## config.mk

```make
export PLATFORM = sky130hd
export DESIGN_NAME = fetch_ctrl
export DESIGN_NICKNAME = d
export VERILOG_FILES = /design/src/rtl/fetch_ctrl.sv
export SDC_FILE = /design/constraint.sdc
export NUM_CORES = 1
export LEC_CHECK = 0
export BUFFER_PORTS_ARGS = -buffer_cell sky130_fd_sc_hd__buf_2
export CORE_UTILIZATION = 35
export DETAILED_ROUTE_END_ITERATION = 10
export SYNTH_ARGS = -nofsm -noshare
export SYNTH_HDL_FRONTEND = slang
export SYNTH_SLANG_ARGS = --single-unit
```

## constraint.sdc

```tcl
create_clock -name clock -period 1.6 [get_ports clock]
set_input_delay 0.32 -clock clock [delete_from_list [all_inputs] [get_ports clock]]
set_output_delay 0.32 -clock clock [all_outputs]
set_load 0.005 [all_outputs]
```

## src/rtl/fetch_ctrl.sv

```systemverilog
// -----------------------------------------------------------------------------
// fetch_ctrl -- fetch-stage sequencer.
//
// Chooses the next-PC source, the PC load enable and the instruction-memory
// read strobe. It arbitrates between sequential fetch, EX-stage redirects
// (jump-register and jump/taken branch), decode stalls, halt and a memory
// timeout.
//
// Handshake: IMEM_ACK is the memory's valid for the request MEM_RD holds up.
// A fetch is accepted in the cycle where MEM_RD=1, IMEM_ACK=1 and STALL=0.
// In that cycle IF_VALID marks the word for IF/ID and PC_EN steps the PC.
// STALL acts as IF/ID's ready. When it is low the fetch is dropped, and the
// same address is requested again once STALL releases.
//
// Ports:
//   clock, reset  rising-edge clock, asynchronous active-high reset
//   JR_exe        EX jump-register redirect (PC source DOA_exe)
//   JUMP_exe      EX jump / taken-branch redirect (PC source jump_exe)
//   STALL         decode cannot accept into IF/ID
//   IMEM_ACK      instruction memory data valid this cycle
//   HALT          halt request; only reset leaves the halted state
//   SEL_DIR       PC mux select: 00 PC+4, 01 DOA_exe, 10 jump_exe, 11 zero
//   PC_EN         PC register load enable
//   MEM_RD        instruction-memory read strobe
//   FLUSH         invalidate IF/ID
//   IF_VALID      IF/ID captures a valid instruction this cycle
//   ERR_TIMEOUT   sticky memory-timeout flag
//   state_dbg     current FSM state, for observation only
// -----------------------------------------------------------------------------
module fetch_ctrl #(
  parameter int WAIT_W  = 4,
  parameter int TIMEOUT = 15
) (
  input  logic       clock,
  input  logic       reset,
  input  logic       JR_exe,
  input  logic       JUMP_exe,
  input  logic       STALL,
  input  logic       IMEM_ACK,
  input  logic       HALT,
  output logic [1:0] SEL_DIR,
  output logic       PC_EN,
  output logic       MEM_RD,
  output logic       FLUSH,
  output logic       IF_VALID,
  output logic       ERR_TIMEOUT,
  output logic [2:0] state_dbg
);

  localparam logic [2:0] S_BOOT   = 3'd0;
  localparam logic [2:0] S_REQ    = 3'd1;
  localparam logic [2:0] S_HOLD   = 3'd2;
  localparam logic [2:0] S_HALTED = 3'd3;
  localparam logic [2:0] S_ERROR  = 3'd4;

  localparam logic [WAIT_W-1:0] TIMEOUT_C = WAIT_W'(TIMEOUT);

  logic [2:0]        state_q, state_d;
  logic [WAIT_W-1:0] wait_q, wait_d;
  logic              err_q;

  always_ff @(posedge clock or posedge reset) begin
    if (reset) begin
      state_q <= S_BOOT;
      wait_q  <= '0;
      err_q   <= 1'b0;
    end else begin
      state_q <= state_d;
      wait_q  <= wait_d;
      // Set on entry to ERROR. ERROR is only left through reset.
      err_q   <= err_q | (state_d == S_ERROR);
    end
  end

  always_comb begin
    state_d  = state_q;
    wait_d   = wait_q;
    SEL_DIR  = 2'b00;
    PC_EN    = 1'b0;
    MEM_RD   = 1'b0;
    FLUSH    = 1'b0;
    IF_VALID = 1'b0;

    unique case (state_q)
      S_BOOT: begin
        if (HALT) begin
          state_d = S_HALTED;
        end else begin
          // Load PC with zero and clear IF/ID on the first edge after reset.
          SEL_DIR = 2'b11;
          PC_EN   = 1'b1;
          FLUSH   = 1'b1;
          state_d = S_REQ;
        end
      end

      S_REQ, S_HOLD: begin
        if (HALT) begin
          state_d = S_HALTED;
        end else if (JR_exe || JUMP_exe) begin
          // A redirect discards the fetch in flight, whatever STALL or ACK say.
          SEL_DIR = JR_exe ? 2'b01 : 2'b10;
          PC_EN   = 1'b1;
          FLUSH   = 1'b1;
          wait_d  = '0;
          state_d = S_REQ;
        end else if (state_q == S_REQ) begin
          MEM_RD = 1'b1;
          if (!IMEM_ACK) begin
            // Count saturates at TIMEOUT and never wraps.
            if (wait_q != TIMEOUT_C) wait_d = wait_q + 1'b1;
            if (wait_d == TIMEOUT_C) state_d = S_ERROR;
          end else if (STALL) begin
            // The word arrived, but IF/ID is blocked. Keep the PC and refetch later.
            state_d = S_HOLD;
          end else begin
            PC_EN    = 1'b1;
            IF_VALID = 1'b1;
            wait_d   = '0;
          end
        end else begin
          if (!STALL) state_d = S_REQ;
        end
      end

      S_HALTED, S_ERROR: begin
        state_d = state_q;
      end

      default: begin
        state_d = S_BOOT;
      end
    endcase

    // While reset is held, show the boot outputs, even if HALT is high.
    if (reset) begin
      SEL_DIR  = 2'b11;
      PC_EN    = 1'b1;
      FLUSH    = 1'b1;
      MEM_RD   = 1'b0;
      IF_VALID = 1'b0;
    end
  end

  assign ERR_TIMEOUT = err_q;
  assign state_dbg   = state_q;

endmodule

```

==> out/results.tsv <==
stage	metric	value	unit
finish	layout cell share with drive strength beyond 1	46.7	%
status	failing checks	negative setup slack	
setup_path	R2R Path Start	wait_q[0]	
clock_tree	Max H-tree Level	1	
drt	DRC viols	0	
logic_synthesis	Mean Syn Cell Area	8.35	um2
logic_synthesis	ys async rst share	100	%
setup_path	Buf/Inv on CP	1	
setup_path	startpoint types	register	
setup_path	CP max stage cell	dfrtp_2	
sta	Slew HR	72.9	%
setup_path	Worst EP arrival	1.36	ns
power	Lkg Pwr	0.391	nW
clock_tree	CTS root buf	clkbuf_4	
logic_synthesis	Synth top area share	31.6	%
floorplanning	CORE AREA	0.00171	mm2
sta	Slew Viols, Final	0	
logic_synthesis	Distinct cells, synth	37	
sta	post-layout min period	1.68	ns
sta	RSZ-0062 raised after global routing	true	
clock_tree	TritonCTS clock tree	yes	
logic_synthesis	Seq cells post-synth	8	
placed_design	HPWL Detailed	1190	um
logic_synthesis	count leader, synth	dfrtp_1	
finish	fin util	53.6	%
run	Max Cap Viol	0	
setup_path	critical-path cell list	nor3_4 -> nand3_2 -> nor4_2 -> buf_2	
global_route	pin count of the biggest net entering global routing	9	
drt	Via density	5.32	
drt	Final ANT Viol Nets	0	
floorplanning	Initial Util	37.1	%
finish	nets	115	
power	pwr dens	456	mW/mm2
logic_synthesis	syn_nets	84	
hold_path	Worst Hold Class	in2async	
sta	Tcrit/Tclk final	105	%
clock_tree	clk buf depth	2	
global_route	first-pass GRT wire length	2730	um
global_route	vias in the first global route	650	
clock_tree	clk sinks	8	
global_route	initial antenna violation count	0	
setup_path	worst reg2reg path depth	5	
logic_synthesis	Post-synth EDFFs	0	
logic_synthesis	sequential-to-total area share from yosys stat	31.6	%
logic_synthesis	leading area contributor after synthesis	dfrtp_1	
power	Peak VDD IR	282	uV
placed_design	routability cong.	0.801	
logic_synthesis	Area contributors post-synth	dfrtp_1 (32%), a21oi_1 (5.5%), inv_1 (4.1%)	
global_route	grt ovf	0	
setup_path	reg2reg setup slack	0.09	ns
sta	count of final setup violators	3	
logic_synthesis	mapped cell area	634	um2
sta	Worst Skew	0.00383	ns
sta	Worst-Margin Slew	0.407	ns
floorplanning	Die ar.	0.00199	mm2
drt	initial DRC count	9	
placed_design	IO Port Bufs	16	
drt	detailed-route via count	692	
floorplanning	I/O pins	17	
drt	drt total wl	1670	um
setup_path	Worst Path Required	1.28	ns
setup_path	crit path kind	reg2out	
drt	drt wl/cell	12.9	um
finish	footprint of the multi-input gates	447	um2
setup_path	Reg-to-Reg End	state_dbg[0]	
global_route	Tot GR Track Use	18.7	%
clock_tree	clock buffer count from CTS	3	
logic_synthesis	Synth top cells by count	dfrtp_1 (8), a21oi_1 (7), inv_1 (7)	
finish	Antenna Cells	0	
clock_tree	Clock transition at path regs	0.06	ns
logic_synthesis	Ys Warns	0	
status	outcome	finished, violations left	
logic_synthesis	dominant synthesized flop cell	dfrtp_1	
sta	Final Hold Fails	0	
setup_path	critical-path maximum fanout	6	
floorplanning	Die Height	44.6	um
sta	maximum clock rate	595	MHz
finish	Synth-to-Final Area Change	44.2	%
logic_synthesis	Cells after Synth	76	
floorplanning	Cell Rows	15	
finish	Reg area	204	um2
drt	first drt pass iteration count	4	
finish	fillers	172	
sta	final worst slack	-0.0793	ns
sta	Hold WS	0.180	ns
floorplanning	die width	44.6	um
clock_tree	clock latency on the worst-skew pair	0.25	ns
setup_path	CP top delay family	simple AND/OR/NAND/NOR gates	
setup_path	CP peak stage delay	0.45	ns
setup_path	Critical Path Sink Type	output port	
-- layout by cell type (no fill, tap or decap), drive strengths merged, types with 2 or more instances in the layout --
master  instances
buf            28
dfrtp           8
inv             7
a21oi           7
nand2           6
nor2            6
o21ai           4
clkbuf          3
a31oi           2
nand4           2
o22a            2
o31ai           2
a21o            2
nor3            2
a41oi           2
nand3           2
maj3            2
-- worst register-to-register path, delay by kind of cell, from the launching register on --
family | cells | cell delay, ns
DFF | 1 | 0.41
AOI/OAI and AO/OA | 2 | 0.38
and+or+nand+nor | 2 | 0.32
adders and majority gates | 1 | 0.29
-- layout make-up --
class,instances,area share (%)
clock buffer,3,2.46
inverter,7,2.87
multi-input combinational,58,48.8
sequential,8,22.3
tap,25,3.42
timing repair buffer,29,20.1
-- layer usage --
metal | wire length [um] | GRT usage, % | vias up
li1 | - | - | 342
met1 | 741 | 24.4 | 330
met2 | 851 | 30.0 | 16
met3 | 52 | 2.86 | 4
met4 | 29 | 9.09 | 0
met5 | 0 | 0 | -
-- worst max-delay path by stage --
stage / endpoint / cells after the start / startpoint
global route: IF_VALID / 4 / state_dbg[1]
detailed placement: state_dbg[0] / 5 / wait_q[0]
finish: IF_VALID / 4 / state_dbg[1]
floorplan: PC_EN / 4 / state_dbg[0]
CTS: PC_EN / 4 / state_dbg[1]
global placement: state_dbg[0] / 5 / wait_q[0]
-- per-stage QoR --
step	cell area (um2)	power [mW]	setup TNS (ns)	setup WS (ns)	cells
6_report	915	0.417	-0.152	-0.0793	130
5_1_grt	915	0.445	-0.628	-0.207	130
4_1_cts	857	0.423	-0.245	-0.101	129
3_5_place_dp	792	0.262	0	0.0413	123
3_3_place_gp	792	0.261	0	0.0616	123
2_1_floorplan	634	0.232	0	0.0933	76
-- state kept, by name (all words and copies together), names as in the netlist --
| register | flops |
|---|---|
| ERR_TIMEOUT | 1 |
| state_dbg | 3 |
| wait_q | 4 |
-- what timing repair did --
action,in CTS,in global routing
pin swaps,3,6
hold buffers,1,0
buffers inserted,2,2
setup endpoints to repair,5,9
gates resized for setup,5,12
endpoints found under the hold margin,2,0
-- report_power, final --
part	switching [mW]	internal [mW]	leakage [nW]	total (mW)
Clock	0.0669	0.0857	0.0138	0.153
Combinational	0.0350	0.0251	0.284	0.0601
Sequential	0.00121	0.203	0.0936	0.205
-- logic make-up (layout without fill, tap and decap cells) --
logic type / Yosys count / after routing / share of synthesized area, %
adders and majority gates: 3 / 3 / 5.13
buffers and inverters: 10 / 39 / 7.50
muxes: 1 / 1 / 1.58
xor gates and xnor gates: 1 / 1 / 1.38
and+or+nand+nor: 26 / 26 / 23.9
AOI/OAI and AO/OA: 27 / 27 / 29.0
DFF: 8 / 8 / 31.6
No activity file was read; power rests on OpenSTA's default activity.
